==> src/rtl/mult8_accum_pkg.sv <==
// Shared types and constants for the mult8_accum product accumulator.
// Build macro MULT8_ACCUM_SAT_EN switches accumulation from wrapping to saturating.
package mult8_accum_pkg;
  localparam int PROD_W      = 16;
  localparam int CNT_W       = 8;
  localparam int ACC_W_DEF   = 24;
  localparam int MAX_LEN_DEF = 255;

  typedef enum logic {
    IDLE  = 1'b0,
    ACCUM = 1'b1
  } state_e;
endpackage

==> src/rtl/mult8_accum_outreg.sv <==
// Result holding register with valid/ready handshake and sticky drop flag.
// With MULT8_ACCUM_SAT_EN defined, a per-result saturation flag is held alongside the sum.
module mult8_accum_outreg
  import mult8_accum_pkg::*;
#(
  parameter int ACC_W = ACC_W_DEF
) (
  input  logic             clk,
  input  logic             rst_n,
  input  logic             load,
  input  logic [ACC_W-1:0] load_sum,
  input  logic [CNT_W-1:0] load_cnt,
`ifdef MULT8_ACCUM_SAT_EN
  input  logic             load_sat,
  output logic             sum_sat,
`endif
  input  logic             sum_ready,
  output logic             sum_valid,
  output logic [ACC_W-1:0] sum,
  output logic [CNT_W-1:0] sum_count,
  output logic             drop
);

  logic             vld_q, vld_d;
  logic [ACC_W-1:0] sum_q, sum_d;
  logic [CNT_W-1:0] cnt_q, cnt_d;
  logic             drop_q, drop_d;
  logic             take;
`ifdef MULT8_ACCUM_SAT_EN
  logic             sat_q, sat_d;
`endif

  // A new result is accepted if the slot is empty or being emptied this cycle.
  always_comb begin
    vld_d  = vld_q;
    sum_d  = sum_q;
    cnt_d  = cnt_q;
    drop_d = drop_q;
`ifdef MULT8_ACCUM_SAT_EN
    sat_d  = sat_q;
`endif
    take   = load && (!vld_q || sum_ready);
    if (take) begin
      vld_d = 1'b1;
      sum_d = load_sum;
      cnt_d = load_cnt;
`ifdef MULT8_ACCUM_SAT_EN
      sat_d = load_sat;
`endif
    end else if (vld_q && sum_ready) begin
      vld_d = 1'b0;
    end
    if (load && !take) drop_d = 1'b1;
  end

  always_ff @(posedge clk or negedge rst_n) begin
    if (!rst_n) begin
      vld_q  <= 1'b0;
      sum_q  <= '0;
      cnt_q  <= '0;
      drop_q <= 1'b0;
`ifdef MULT8_ACCUM_SAT_EN
      sat_q  <= 1'b0;
`endif
    end else begin
      vld_q  <= vld_d;
      sum_q  <= sum_d;
      cnt_q  <= cnt_d;
      drop_q <= drop_d;
`ifdef MULT8_ACCUM_SAT_EN
      sat_q  <= sat_d;
`endif
    end
  end

  assign sum_valid = vld_q;
  assign sum       = sum_q;
  assign sum_count = cnt_q;
  assign drop      = drop_q;
`ifdef MULT8_ACCUM_SAT_EN
  assign sum_sat   = sat_q;
`endif

endmodule

==> src/rtl/mult8_accum.sv <==
// Batch accumulator for 8x8 multiplier products: sums products until last/MAX_LEN, then hands off.
// Define MULT8_ACCUM_SAT_EN for saturating addition and the sum_sat output.
module mult8_accum
  import mult8_accum_pkg::*;
#(
  parameter int ACC_W   = ACC_W_DEF,
  parameter int MAX_LEN = MAX_LEN_DEF
) (
  input  logic              clk,
  input  logic              rst_n,
  input  logic              prod_valid,
  input  logic [PROD_W-1:0] prod,
  input  logic              prod_last,
  input  logic              clr,
  output logic              sum_valid,
  input  logic              sum_ready,
  output logic [ACC_W-1:0]  sum,
  output logic [CNT_W-1:0]  sum_count,
`ifdef MULT8_ACCUM_SAT_EN
  output logic              sum_sat,
`endif
  output logic              drop
);

  localparam logic [CNT_W-1:0] MAX_CNT = CNT_W'(MAX_LEN);

`ifdef MULT8_ACCUM_SAT_EN
  function automatic logic [ACC_W:0] add_ext(input logic [ACC_W-1:0] a, input logic [PROD_W-1:0] b);
    return {1'b0, a} + {{(ACC_W + 1 - PROD_W){1'b0}}, b};
  endfunction

  function automatic logic [ACC_W-1:0] sat_clip(input logic [ACC_W:0] s);
    return s[ACC_W] ? {ACC_W{1'b1}} : s[ACC_W-1:0];
  endfunction
`else
  function automatic logic [ACC_W-1:0] wrap_add(input logic [ACC_W-1:0] a, input logic [PROD_W-1:0] b);
    return a + {{(ACC_W - PROD_W){1'b0}}, b};
  endfunction
`endif

  state_e           state_q, state_d;
  logic [ACC_W-1:0] acc_q, acc_d, acc_base, acc_next;
  logic [CNT_W-1:0] cnt_q, cnt_d, cnt_base, cnt_next;
  logic             close;
`ifdef MULT8_ACCUM_SAT_EN
  logic [ACC_W:0]   sum_ext;
  logic             sat_q, sat_d, sat_next;
`endif

  // An IDLE accumulator starts from zero so a batch can open on any product.
  always_comb begin
    acc_base = (state_q == IDLE) ? '0 : acc_q;
    cnt_base = (state_q == IDLE) ? '0 : cnt_q;
    cnt_next = cnt_base + CNT_W'(1);
`ifdef MULT8_ACCUM_SAT_EN
    sum_ext  = add_ext(acc_base, prod);
    acc_next = sat_clip(sum_ext);
    sat_next = ((state_q == IDLE) ? 1'b0 : sat_q) | sum_ext[ACC_W];
`else
    acc_next = wrap_add(acc_base, prod);
`endif
    close    = prod_valid && !clr && (prod_last || (cnt_next == MAX_CNT));

    state_d = state_q;
    acc_d   = acc_q;
    cnt_d   = cnt_q;
`ifdef MULT8_ACCUM_SAT_EN
    sat_d   = sat_q;
`endif
    if (clr || close) begin
      state_d = IDLE;
      acc_d   = '0;
      cnt_d   = '0;
`ifdef MULT8_ACCUM_SAT_EN
      sat_d   = 1'b0;
`endif
    end else if (prod_valid) begin
      state_d = ACCUM;
      acc_d   = acc_next;
      cnt_d   = cnt_next;
`ifdef MULT8_ACCUM_SAT_EN
      sat_d   = sat_next;
`endif
    end
  end

  always_ff @(posedge clk or negedge rst_n) begin
    if (!rst_n) begin
      state_q <= IDLE;
      acc_q   <= '0;
      cnt_q   <= '0;
`ifdef MULT8_ACCUM_SAT_EN
      sat_q   <= 1'b0;
`endif
    end else begin
      state_q <= state_d;
      acc_q   <= acc_d;
      cnt_q   <= cnt_d;
`ifdef MULT8_ACCUM_SAT_EN
      sat_q   <= sat_d;
`endif
    end
  end

  mult8_accum_outreg #(
    .ACC_W(ACC_W)
  ) u_outreg (
    .clk       (clk),
    .rst_n     (rst_n),
    .load      (close),
    .load_sum  (acc_next),
    .load_cnt  (cnt_next),
`ifdef MULT8_ACCUM_SAT_EN
    .load_sat  (sat_next),
    .sum_sat   (sum_sat),
`endif
    .sum_ready (sum_ready),
    .sum_valid (sum_valid),
    .sum       (sum),
    .sum_count (sum_count),
    .drop      (drop)
  );

endmodule
==> config.mk <==
export PLATFORM = sky130hd
export DESIGN_NAME = mult8_accum
export DESIGN_NICKNAME = d
export VERILOG_FILES = /design/src/rtl/mult8_accum_pkg.sv /design/src/rtl/mult8_accum_outreg.sv /design/src/rtl/mult8_accum.sv
export SDC_FILE = /design/constraint.sdc
export NUM_CORES = 1
export LEC_CHECK = 0
export ABC_AREA = 0
export ABC_CLOCK_PERIOD_IN_PS = 3900
export BUFFER_PORTS_ARGS = -buffer_cell sky130_fd_sc_hd__buf_2
export CAP_MARGIN = 10
export CELL_PAD_IN_SITES_DETAIL_PLACEMENT = 0
export CELL_PAD_IN_SITES_GLOBAL_PLACEMENT = 1
export CORE_AREA = 3 3 110 112
export CTS_BUF_LIST = sky130_fd_sc_hd__clkbuf_16
export DETAILED_ROUTE_END_ITERATION = 10
export DIE_AREA = 0 0 113 115
export GPL_ROUTABILITY_DRIVEN = 0
export PLACE_DENSITY = 0.76
export SYNTH_ARGS = -nofsm -noshare
export SYNTH_HDL_FRONTEND = slang
export SYNTH_SLANG_ARGS = --single-unit
==> constraint.sdc <==
create_clock -name clk -period 3.9 [get_ports clk]
set_input_delay 0 -clock clk [delete_from_list [all_inputs] [get_ports clk]]
set_output_delay 0 -clock clk [all_outputs]
set_load 0.005 [all_outputs]
Word-level counts from Yosys, hierarchy flattened
Index checks and enable logic that the tools add are counted.
{"block": "totals", "output_inout_bits": 34, "wordCells": 33, "ff_bits": 67, "inputBits": 22}
{"block": "classes", "add_sub_neg": 2, "mux": 10, "n_eq_ne": 1, "reduce_logical": 13}
{"op": "$mux 24", "count": 3}
{"op": "$add 24x16->24", "count": 1}
{"op": "$mux 8", "count": 3}
{"op": "$add 8x1->8 const B", "count": 1}
{"op": "$eq 8x8->1 const B", "count": 1}
{"op": "$logic_and 1x1->1", "count": 5}
{"op": "$mux 1", "count": 4}
{"op": "$reduce_bool 2->1", "count": 2}
{"op": "$logic_not 1->1", "count": 3}
{"op": "$logic_or 1x1->1", "count": 3}

Logic depth before layout (Yosys ltp)
Gate-level depths: netlist (run 1).
{"block": "depth", "ltp_word": 8, "ltp_mapped": 14, "depth_no_buf": 10}

Hierarchy
Synthesis (run 1) repeated with hierarchy kept, for this count alone.
{"block": "unflattened", "cells_unflattened": 373, "area_unflattened_um2": 4098.9}
{"module": "mult8_accum", "cells_per_inst": 299, "area_each_um2": 2675.1, "seq_area_each_um2": 825.8, "instances": 1}
{"module": "mult8_accum_outreg", "cells_per_inst": 74, "area_each_um2": 1423.9, "seq_area_each_um2": 850.8, "instances": 1}

Worst setup path before layout (run 1)
No wires, ideal clock.
{"block": "synth_path", "kind": "register -> register", "start": "reg state_q", "end": "reg u_outreg.sum_q[22], in the netlist u_outreg.sum[22]", "period_less_slack_ns": 2.906, "setup_slack_ns": 0.994, "t_arrival_ns": 2.776, "path_stages_with_launch": 14, "t_required_ns": 3.771, "n_path_buf": 3, "setup_ns": 0.129, "path_cell_list": "dfrtp_1 buf_4 clkbuf_1 clkbuf_1 and2_1 ha_1 fa_1 a211oi_1 o21ai_1 a21oi_1 a21oi_1 o21bai_2 xnor2_1 o21ai_1"}
{"block": "synth_via", "elab_chain_len": 6, "word_cells_on_any_way": 8, "cone_classes": "add/sub: 2; eq/ne: 1; mux: 2; reduce/logical: 3"}
{"item": "start: declaration", "line_no": "mult8_accum.sv:41", "rtl": "state_e state_q, state_d;"}
{"item": "start signal: assignment", "line_no": "mult8_accum.sv:96", "rtl": "state_q <= state_d;"}
{"item": "$mux 8", "line_no": "mult8_accum.sv:53", "rtl": "cnt_base = (state_q == IDLE) ? '0 : cnt_q;"}
{"item": "$add 8x1->8", "line_no": "mult8_accum.sv:54", "rtl": "cnt_next = cnt_base + CNT_W'(1);"}
{"item": "$eq 8x8->1", "line_no": "mult8_accum.sv:62", "rtl": "close = prod_valid && !clr && (prod_last || (cnt_next == MAX_CNT));"}
{"item": "$logic_or 1x1->1", "line_no": "mult8_accum.sv:62"}
{"item": "$logic_and 1x1->1", "line_no": "mult8_accum.sv:62"}
{"item": "$logic_and 1x1->1", "line_no": "mult8_accum_outreg.sv:42", "rtl": "take = load && (!vld_q || sum_ready);"}
{"item": "end signal: assignment", "line_no": "mult8_accum_outreg.sv:67", "rtl": "sum_q <= sum_d;"}
{"item": "end: declaration", "line_no": "mult8_accum_outreg.sv:25", "rtl": "logic [ACC_W-1:0] sum_q, sum_d;"}
Several ways; a longest one is shown, not always the timed one.
A chain may end at the register's enable or synchronous reset.

Worst setup path after layout (run 1)
Same ends and word-level chain as after synthesis.

==> results of run 1 <==
==> worst paths after layout <==
path | depth (start not counted) | startpoint | end | slack [ps]
max | 11 | state_q | u_outreg.sum[22] | 840
min | 3 | sum_ready | u_outreg.sum_valid | 30
max reg2reg | 11 | state_q | u_outreg.sum[22] | 840
min reg2reg | 2 | u_outreg.sum_count[4] | u_outreg.sum_count[4] | 470
max in group asynchronous | 3 | rst_n | acc_q[18] | 2680
min in group asynchronous | 2 | rst_n | u_outreg.sum_count[4] | 280
==> power groups by stage <==
| stage | Clock [W] | Sequential (W) | Combinational (W) |
|---|---|---|---|
| finish | 0.000794 | 0.000771 | 0.000226 |
| global route | 0.000843 | 0.000780 | 0.000253 |
| CTS | 0.000817 | 0.000771 | 0.000232 |
| floorplan | 0 | 0.000786 | 0.000129 |
| global placement | 0 | 0.000782 | 0.000228 |
| detailed placement | 0 | 0.000784 | 0.000228 |
==> metal layers <==
layer,track usage,vias up,part of all wire
met5,0,-,0
met4,0.0505,0,0.0059
met3,0.0342,5,0.047
met2,0.248,67,0.47
met1,0.205,1460,0.48
li1,-,1553,-
==> sequential cells by signal, summed over array words and instances, names as in the netlist <==
signal and count:
acc_q 24, u_outreg.sum 24, cnt_q 8, u_outreg.sum_count 8
state_q 1, u_outreg.drop 1, u_outreg.sum_valid 1
==> placed cells by master (no fill, tap or decap), types with 7 or more instances in the layout <==
cell,instances
xnor2_1,15
nand4_1,7
ha_1,18
a21oi_1,23
nor2_1,16
nand2_1,63
dfrtp_1,67
inv_1,7
clkbuf_16,9
a22o_1,14
o21ai_1,7
xor2_1,11
and2_1,18
nand3_1,8
o21ai_0,37
buf_2,55
mux2_4,14
==> area by class of cell <==
| cell class | instances | area [um2] |
|---|---|---|
| Clock inverter | 6 | 67.6 |
| Sequential cell | 67 | 1680 |
| Clock buffer | 9 | 225 |
| Tap cell | 143 | 179 |
| Fill cell | 1139 | 6720 |
| Timing Repair Buffer | 60 | 315 |
| Multi-Input combinational cell | 311 | 2110 |
| Inverter | 7 | 26.3 |
==> worst max-delay path: cells and delay by family, from the launching register on <==
family | cells | cell delay, ps
flops | 1 | 460
fa+ha+maj | 2 | 640
xor+xnor | 1 | 140
buf+inv | 1 | 270
compound gates | 6 | 1220
simple gates | 1 | 170
==> logic make-up (layout without fill, tap and decap cells) <==
| logic type | after synthesis | after routing | share of synthesized area |
|---|---|---|---|
| flops | 67 | 67 | 0.427 |
| buf+inv | 26 | 82 | 0.0351 |
| xor+xnor | 26 | 26 | 0.0580 |
| mux | 14 | 14 | 0.0536 |
| simple gates | 134 | 134 | 0.165 |
| compound gates | 118 | 118 | 0.198 |
| fa+ha+maj | 19 | 19 | 0.0625 |
==> metrics by stage <==
stage / cell area [um2] / setup WS [ps] / std cells / total power, W / util
2_1_floorplan: 3920 / 994 / 404 / 0.000915 / -
3_3_place_gp: 4300 / 931 / 587 / 0.00101 / 0.380
3_5_place_dp: 4300 / 877 / 587 / 0.00101 / 0.380
4_1_cts: 4600 / 836 / 603 / 0.00182 / 0.406
5_1_grt: 4600 / 510 / 603 / 0.00188 / 0.406
6_report: 4600 / 836 / 603 / 0.00179 / 0.406
==> repair_timing <==
action / CTS / global route
hold buffers: 1 / 0
hold endpoints to repair: 32 / 0
endpoints found under the setup margin: 0 / 0
==> flow_summary.yaml, run 1 <==
synth:
  ys_seq_area_frac: 0.427
  async_reset_ff_frac: 1.00
  synth_area_um2: 3920
  synth_area_leaders: "dfrtp_1 (43%), nand2_1 (6.0%), ha_1 (5.7%), mux2_4 (5.4%), o21ai_0 (4.7%)"
  ys_warn_count: 0
  yosysMostFrequentCell: "dfrtp_1"
  synth_top_cells_by_count: "dfrtp_1 (67), nand2_1 (63), o21ai_0 (37), a21oi_1 (23)"
  syn_inst: 404
  synth_fp_nets: 445
  synthFlopType: "dfrtp_1"
  netlist.area_leader.share: 0.427
  synth_area_per_cell_um2: 9.71
  yosys.cell_types.count: 55
  synth_edf_count: 0
  synth_seq_cells: 67
  synth_area_leader_cell: "dfrtp_1"
floorplanning:
  dieWidth_um: 113
  row_count: 39
  core-area_um2: 11300
  dieArea_um2: 13000
  pin_count: 56
  start_util: 0.347
  die_h_um: 115
outcome:
  status: "complete, no violations"
route:
  via_per_inst: 5.12
  drtIter0Drc: 113
  firstDrtPassIters: 4
  ant_nets: 0
  vias: 3085
  wl_um: 9350
  routedWlPerCell_um: 15.5
  drc_errors: 0
timing:
  finalHoldViolCount: 0
  finClkSkew_ps: 10.2
  max_freq_mhz: 326
  rsz0062_at_grt: "no"
  max_slew_margin: 0.493
  min_period_over_period: 0.786
  fin_tns_setup_ps: 0
  slew_violations: 0
  holdWs_ps: 28.9
  period_needed_ps: 3060
  worstMarginPinSlew_ps: 761
  finalSetupViolations: 0
pwr:
  p_leak_nw: 2.11
  seqPwrFrac: 0.431
  pwr-share-clk: 0.443
  p_int_w: 0.00135
  pwr-share-comb: 0.126
  p_sw_frac: 0.248
  switchingPower_w: 0.000444
  ir_worst_vdd_mv: 0.226
  power.density_nw_per_um2: 389
setup_path:
  cp.required_ps: 4080
  endpoint_kind: "flip-flop"
  cp_cell_sequence: "buf_4 -> and2_1 -> ha_1 -> fa_1 -> a211oi_1 -> o21ai_1 -> a21oi_1 -> a21oi_1 -> o21bai_2 -> xnor2_1 -> o21ai_1"
  worstSetupPathType: "reg2reg"
  cpMaxStageDelayCell: "dfrtp_1"
  slowest_delay_ps: 460
  critPathMaxFanout: 32
  worst_ep_arrival_time_ps: 3250
  worst_setup_path_start_kind: "flip-flop"
global_route:
  grt_pass1_wl_um: 15900
  antenna_found_initial: 0
  grt_pass1_vias: 3146
  grt-ovfl-total: 0
  grt_usage: 0.153
  grt_max_degree: 51
clock_tree:
  insertion_delay_ps: 330
  clock_path_buffers: 2
  numCtsBuffers: 9
  cts_max_level: 3
  cts_setup_buffers: 0
  cts_sinks: 67
  cts_tree: "done"
  clk_pin_slew_worst_paths_ps: 60
  cts_resized: 0
  cts-root-buf: "clkbuf_16"
job:
  drv_cap: 0
layout:
  layout.nets: 497
  syn_to_final_growth_pct: 17.3
  drive_gt1_frac: 0.220
  antenna_cells: 0
min_path:
  min-delay-path-class: "in2reg"
placed_design:
  io_buffers: 55
  hpwlAfterDp_um: 6640
Note: power is estimated with default switching activity, not from simulation.
==> inputs of run 2 (changes only) <==
--- a/config.mk
+++ b/config.mk
@@ -6,7 +6,7 @@
 export NUM_CORES = 1
 export LEC_CHECK = 0
 export ABC_AREA = 0
-export ABC_CLOCK_PERIOD_IN_PS = 3900
+export ABC_CLOCK_PERIOD_IN_PS = 3100
 export BUFFER_PORTS_ARGS = -buffer_cell sky130_fd_sc_hd__buf_2
 export CAP_MARGIN = 10
 export CELL_PAD_IN_SITES_DETAIL_PLACEMENT = 0
==> constraint.sdc (replaced) <==
create_clock -name clk -period 3.1 [get_ports clk]
set_input_delay 0 -clock clk [delete_from_list [all_inputs] [get_ports clk]]
set_output_delay 0 -clock clk [all_outputs]
set_load 0.005 [all_outputs]
==> flow_summary.yaml, run 2 (synthesis results as in run 1) <==
outcome:
  status: "complete, no violations"
route:
  routedWlPerCell_um: 15.2
  vias: 3179
  firstDrtPassIters: 4
  drtIter0Drc: 162
  drc_errors: 0
  ant_nets: 0
  via_per_inst: 5.19
  wl_um: 9280
clock_tree:
  cts_tree: "done"
  cts_setup_buffers: 0
  cts_max_level: 3
  clock_path_buffers: 2
  clk_pin_slew_worst_paths_ps: 60
  cts_resized: 0
  cts_sinks: 67
  insertion_delay_ps: 330
  cts-root-buf: "clkbuf_16"
  numCtsBuffers: 9
floorplanning:
  pin_count: 56
  dieArea_um2: 13000
  dieWidth_um: 113
  start_util: 0.347
  core-area_um2: 11300
  row_count: 39
  die_h_um: 115
layout:
  drive_gt1_frac: 0.232
  fin_cells: 612
  antenna_cells: 0
  final_cell_mix: "dfrtp_1 (67), nand2_1 (63), buf_2 (55)"
  final_util: 0.410
  syn_to_final_growth_pct: 18.2
  layout.nets: 505
  final_common_cell: "dfrtp_1"
global_route:
  grt_pass1_vias: 3217
  antenna_found_initial: 0
  grt_usage: 0.151
  grt_max_degree: 51
  grt-ovfl-total: 0
  grt_pass1_wl_um: 15900
setup_path:
  cp.required_ps: 3290
  critPathMaxFanout: 23
  worstSetupPathType: "reg2reg"
  ff2ff_path_depth: 10
  r2r_setup_slack_ps: 320
  endpoint_kind: "flip-flop"
  worst_ep_arrival_time_ps: 2970
  worst_setup_path_start_kind: "flip-flop"
timing:
  period_needed_ps: 2780
  worstMarginPinSlew_ps: 902
  fin_tns_setup_ps: 0
  slew_violations: 0
  finalSetupViolations: 0
  rsz0062_at_grt: "no"
  finalHoldViolCount: 0
  max_slew_margin: 0.399
  max_freq_mhz: 360
  min_period_over_period: 0.896
  finClkSkew_ps: 8.34
placed_design:
  place_inst: 595
  io_buffers: 55
  hpwlAfterDp_um: 6760
job:
  drv_cap: 0
min_path:
  min-delay-path-class: "in2reg"
  min_path_cells: 3
pwr:
  ir_worst_vdd_mv: 0.270
  p_leak_nw: 2.13
  power.density_nw_per_um2: 471
run 2: cell count changes in the layout (fill, tap and decap cells not counted):
cell and delta:
bufinv_16 -1, clkinv_2 +1, clkinv_1 +1, buf_4 +8
clkinv_4 -1, clkinvlp_4 +1
run 2: stage by stage:
stage	total power, W	hold WS, ps	instance area (um2)	setup WS (ps)
final	0.00218	37.2	4640	323
after global routing	0.00230	44.7	4640	81.8
after CTS	0.00222	20.7	4640	345
after detailed placement	0.00128	191	4360	354
after global placement	0.00128	168	4360	390
after floorplan	0.00115	-296	3920	194
run 2: layer usage:
metal,wire length (um),vias up,global-route usage
met4,31,0,0.0313
met5,0,-,0
met2,4350,77,0.244
met3,490,2,0.0421
li1,-,1561,-
met1,4410,1539,0.205
run 2: critical path: stages (launching register included):
cell,delay (ps)
dfrtp_1,460
buf_4,250
and2_1,170
ha_1,390
nand4_1,120
a21oi_1,140
a21oi_1,120
or3_1,380
a221o_1,330
a21oi_1,200
o21ai_1,80
run 2: layout make-up:
type / count / area [um2]
Clock buffer: 9 / 225
Clock inverter: 7 / 45.0
Fill cell: 1135 / 6680
Inverter: 7 / 26.3
Multi-Input combinational cell: 311 / 2110
Sequential cell: 67 / 1680
Tap cell: 143 / 179
Timing Repair Buffer: 68 / 375
run 2: timing repair:
item / 4_1_cts / 5_1_grt
endpoints found under the hold margin: 38 / 0
hold buffers: 1 / 0
endpoints found under the setup margin: 0 / 0
run 2: path summary, 6_finish.rpt:
check / to / startpoint
max: u_outreg.sum[23] / state_q
min: u_outreg.sum_valid / sum_ready
max reg2reg: u_outreg.sum[23] / state_q
min reg2reg: u_outreg.sum[17] / u_outreg.sum[17]
max in group asynchronous: acc_q[10] / rst_n
min in group asynchronous: u_outreg.sum_count[4] / rst_n
run 2: where the power goes:
| group | total, W | internal (W) | switching [W] |
|---|---|---|---|
| registers | 0.000971 | 0.000938 | 0.0000336 |
| logic | 0.000288 | 0.000143 | 0.000145 |
| clock network | 0.000925 | 0.000536 | 0.000388 |
==> inputs of run 3 (changes only) <==
--- a/config.mk
+++ b/config.mk
@@ -11,12 +11,14 @@
 export CAP_MARGIN = 10
 export CELL_PAD_IN_SITES_DETAIL_PLACEMENT = 0
 export CELL_PAD_IN_SITES_GLOBAL_PLACEMENT = 1
-export CORE_AREA = 3 3 110 112
+export CORE_AREA = 3 3 118 120
 export CTS_BUF_LIST = sky130_fd_sc_hd__clkbuf_16
 export DETAILED_ROUTE_END_ITERATION = 10
-export DIE_AREA = 0 0 113 115
+export DIE_AREA = 0 0 121 123
 export GPL_ROUTABILITY_DRIVEN = 0
-export PLACE_DENSITY = 0.76
+export MAX_ROUTING_LAYER = met4
+export PLACE_DENSITY = 0.69
 export SYNTH_ARGS = -nofsm -noshare
 export SYNTH_HDL_FRONTEND = slang
+export SYNTH_HIERARCHICAL = 1
 export SYNTH_SLANG_ARGS = --single-unit
==> flow_summary.yaml, run 3 <==
outcome:
  status: "complete, no violations"
synth:
  synth_mux_area_frac: 0.120
  synthXorXnorAreaFrac: 0.0556
  synth_seq_cells: 67
  synth_area_per_cell_um2: 11.0
  ys_seq_area_frac: 0.409
  synth_area_leader_cell: "dfrtp_1"
  synth_top_family_by_area: "compound AO/OA/AOI/OAI gates"
  synth_area_um2: 4100
  yosys.cell_types.count: 52
  synth-adder-area-share: 0.0598
  synth_edf_count: 0
  ys_warn_count: 6
  netlist.area_leader.share: 0.409
  yosysMostFrequentCell: "dfrtp_1"
  synth_area_leaders: "dfrtp_1 (41%), mux2_4 (11%), ha_1 (5.5%), a22o_1 (4.7%), xnor2_1 (4.1%)"
  synth_fp_nets: 414
  yosys.area_share.simple: 0.136
  synth_top_cells_by_count: "dfrtp_1 (67), nand2_1 (32), mux2_4 (30), and2_1 (24)"
  synthFlopType: "dfrtp_1"
  async_reset_ff_frac: 1.00
  synth_compound_area_frac: 0.180
  syn_inst: 373
layout:
  final_util: 0.380
  antenna_cells: 0
  drive_gt1_frac: 0.290
  layout.nets: 478
  fillCellCount: 1293
  syn_to_final_growth_pct: 21.3
  final_cell_mix: "dfrtp_1 (67), buf_2 (55), nand2_1 (32)"
  final_common_cell: "dfrtp_1"
pwr:
  ir_worst_vdd_mv: 0.228
  p_sw_frac: 0.230
  switchingPower_w: 0.000562
  p_int_w: 0.00188
  total_power_w: 0.00244
  power.density_nw_per_um2: 491
  p_leak_nw: 2.38
  seqPwrFrac: 0.399
  pwr-share-comb: 0.130
  pwr-share-clk: 0.471
setup_path:
  cp.required_ps: 3320
  r2r_setup_slack_ps: 170
  worst_ep_arrival_time_ps: 3150
  worstSetupPathType: "reg2reg"
  worst_setup_path_start_kind: "flip-flop"
  ff2ff_path_depth: 12
  critPathMaxFanout: 16
  endpoint_kind: "flip-flop"
route:
  wl_um: 9820
  drtIter0Drc: 167
  ant_nets: 0
  route.met3.wl_um: 322
  routedWlPerCell_um: 15.9
  top_layer: "met4"
  via_per_inst: 4.92
  firstDrtPassIters: 5
  wl_met2_um: 4400
  drc_errors: 0
  vias: 3033
  wl_met1_um: 4940
timing:
  slew_violations: 0
  max_freq_mhz: 341
  max_slew_margin: 0.469
  finClkSkew_ps: 6.71
  finalHoldViolCount: 0
  finalSetupViolations: 0
  rsz0062_at_grt: "no"
  worstMarginPinSlew_ps: 794
  fin_tns_setup_ps: 0
  period_needed_ps: 2930
  min_period_over_period: 0.946
global_route:
  grt_max_degree: 33
  antenna_found_initial: 0
  grt_usage: 0.143
  grt_pass1_wl_um: 16200
  grt-ovfl-total: 0
  grt_pass1_vias: 3116
clock_tree:
  clk_pin_slew_worst_paths_ps: 60
  cts_max_level: 3
  insertion_delay_ps: 330
  cts_tree: "done"
  clock_path_buffers: 2
  cts-root-buf: "clkbuf_16"
  numCtsBuffers: 9
  cts_sinks: 67
floorplanning:
  dieWidth_um: 121
  dieArea_um2: 14900
  row_count: 42
  core-area_um2: 13100
  pin_count: 56
  start_util: 0.313
  die_h_um: 123
placed_design:
  hpwlAfterDp_um: 7120
  io_buffers: 55
job:
  drv_cap: 0
min_path:
  min_path_cells: 3
  min-delay-path-class: "in2reg"
==> run 3: changes by cell type in the layout (fill, tap and decap cells not counted), moves of 5 or more <==
cell and change:
o21ai_1 -5, nor2_1 -5, and2_1 +6, o21ai_0 -29, mux2_4 +16, a22o_1 +8, a32o_1 +6, nand2_1 -31
==> run 3: critical path: stages (launching register included) <==
cell	delay (ps)
dfrtp_1	370
buf_4	190
and2_1	150
ha_1	210
fa_2	380
a211oi_2	280
o211ai_1	190
a21oi_2	270
o31ai_4	130
nand3_1	120
xnor2_1	90
and2_1	180
mux2_4	260
==> run 3: layout make-up <==
class	count	area, um2	area share
multi-input combinational	279	2310	0.464
sequential	67	1680	0.337
timing repair buffer	70	398	0.0800
clock buffer	9	225	0.0453
tap	176	220	0.0443
clock inverter	6	106	0.0214
inverter	10	37.5	0.00755
==> run 3: power groups by stage <==
stage               logic [W]  clock network (W)  registers (W)
global placement     0.000311                  0       0.000989
finish               0.000317            0.00115       0.000975
floorplan            0.000186                  0       0.000989
global route         0.000349            0.00121       0.000983
CTS                  0.000322            0.00118       0.000975
detailed placement   0.000318                  0       0.000988
==> run 3: stage by stage <==
| step | setup slack, ps | area (um2) | cells | hold slack (ps) |
|---|---|---|---|---|
| global placement | 176 | 4590 | 598 | 95.9 |
| finish | 168 | 4970 | 617 | 57.3 |
| CTS | 117 | 4960 | 617 | 53.4 |
| global route | 9.64 | 4970 | 617 | 75.4 |
| detailed placement | 148 | 4590 | 598 | 110 |
| floorplan | 19.9 | 4130 | 373 | -296 |
==> run 3: worst paths after layout <==
kind,end,startpoint
setup / recovery,u_outreg/sum[18],state_q
hold / removal,acc_q[0],prod[0]
setup reg to reg,u_outreg/sum[18],state_q
hold reg to reg,u_outreg/drop,u_outreg/drop
max in group asynchronous,acc_q[9],rst_n
min in group asynchronous,u_outreg/sum_count[5],rst_n
==> run 3: cells by family (layout without fill, tap and decap cells) <==
logic type	after synthesis	after routing
xor gates and xnor gates	26	26
adders and majority gates	19	19
DFF	67	67
and+or+nand+nor	105	105
muxes	34	34
buffers and inverters	27	95
AOI/OAI and AO/OA	95	95
==> run 3: per-layer routing <==
metal | vias up | track usage
met5 | - | -
met4 | 0 | 0.0545
met3 | 11 | 0.0293
met2 | 56 | 0.207
met1 | 1475 | 0.197
li1 | 1491 | -
==> run 3: timing repair <==
action                     CTS  global route
hold buffers                 4             0
setup buffers                0             0
setup endpoints to repair    0            32
resized for setup            0             3
hold endpoints to repair    33             0
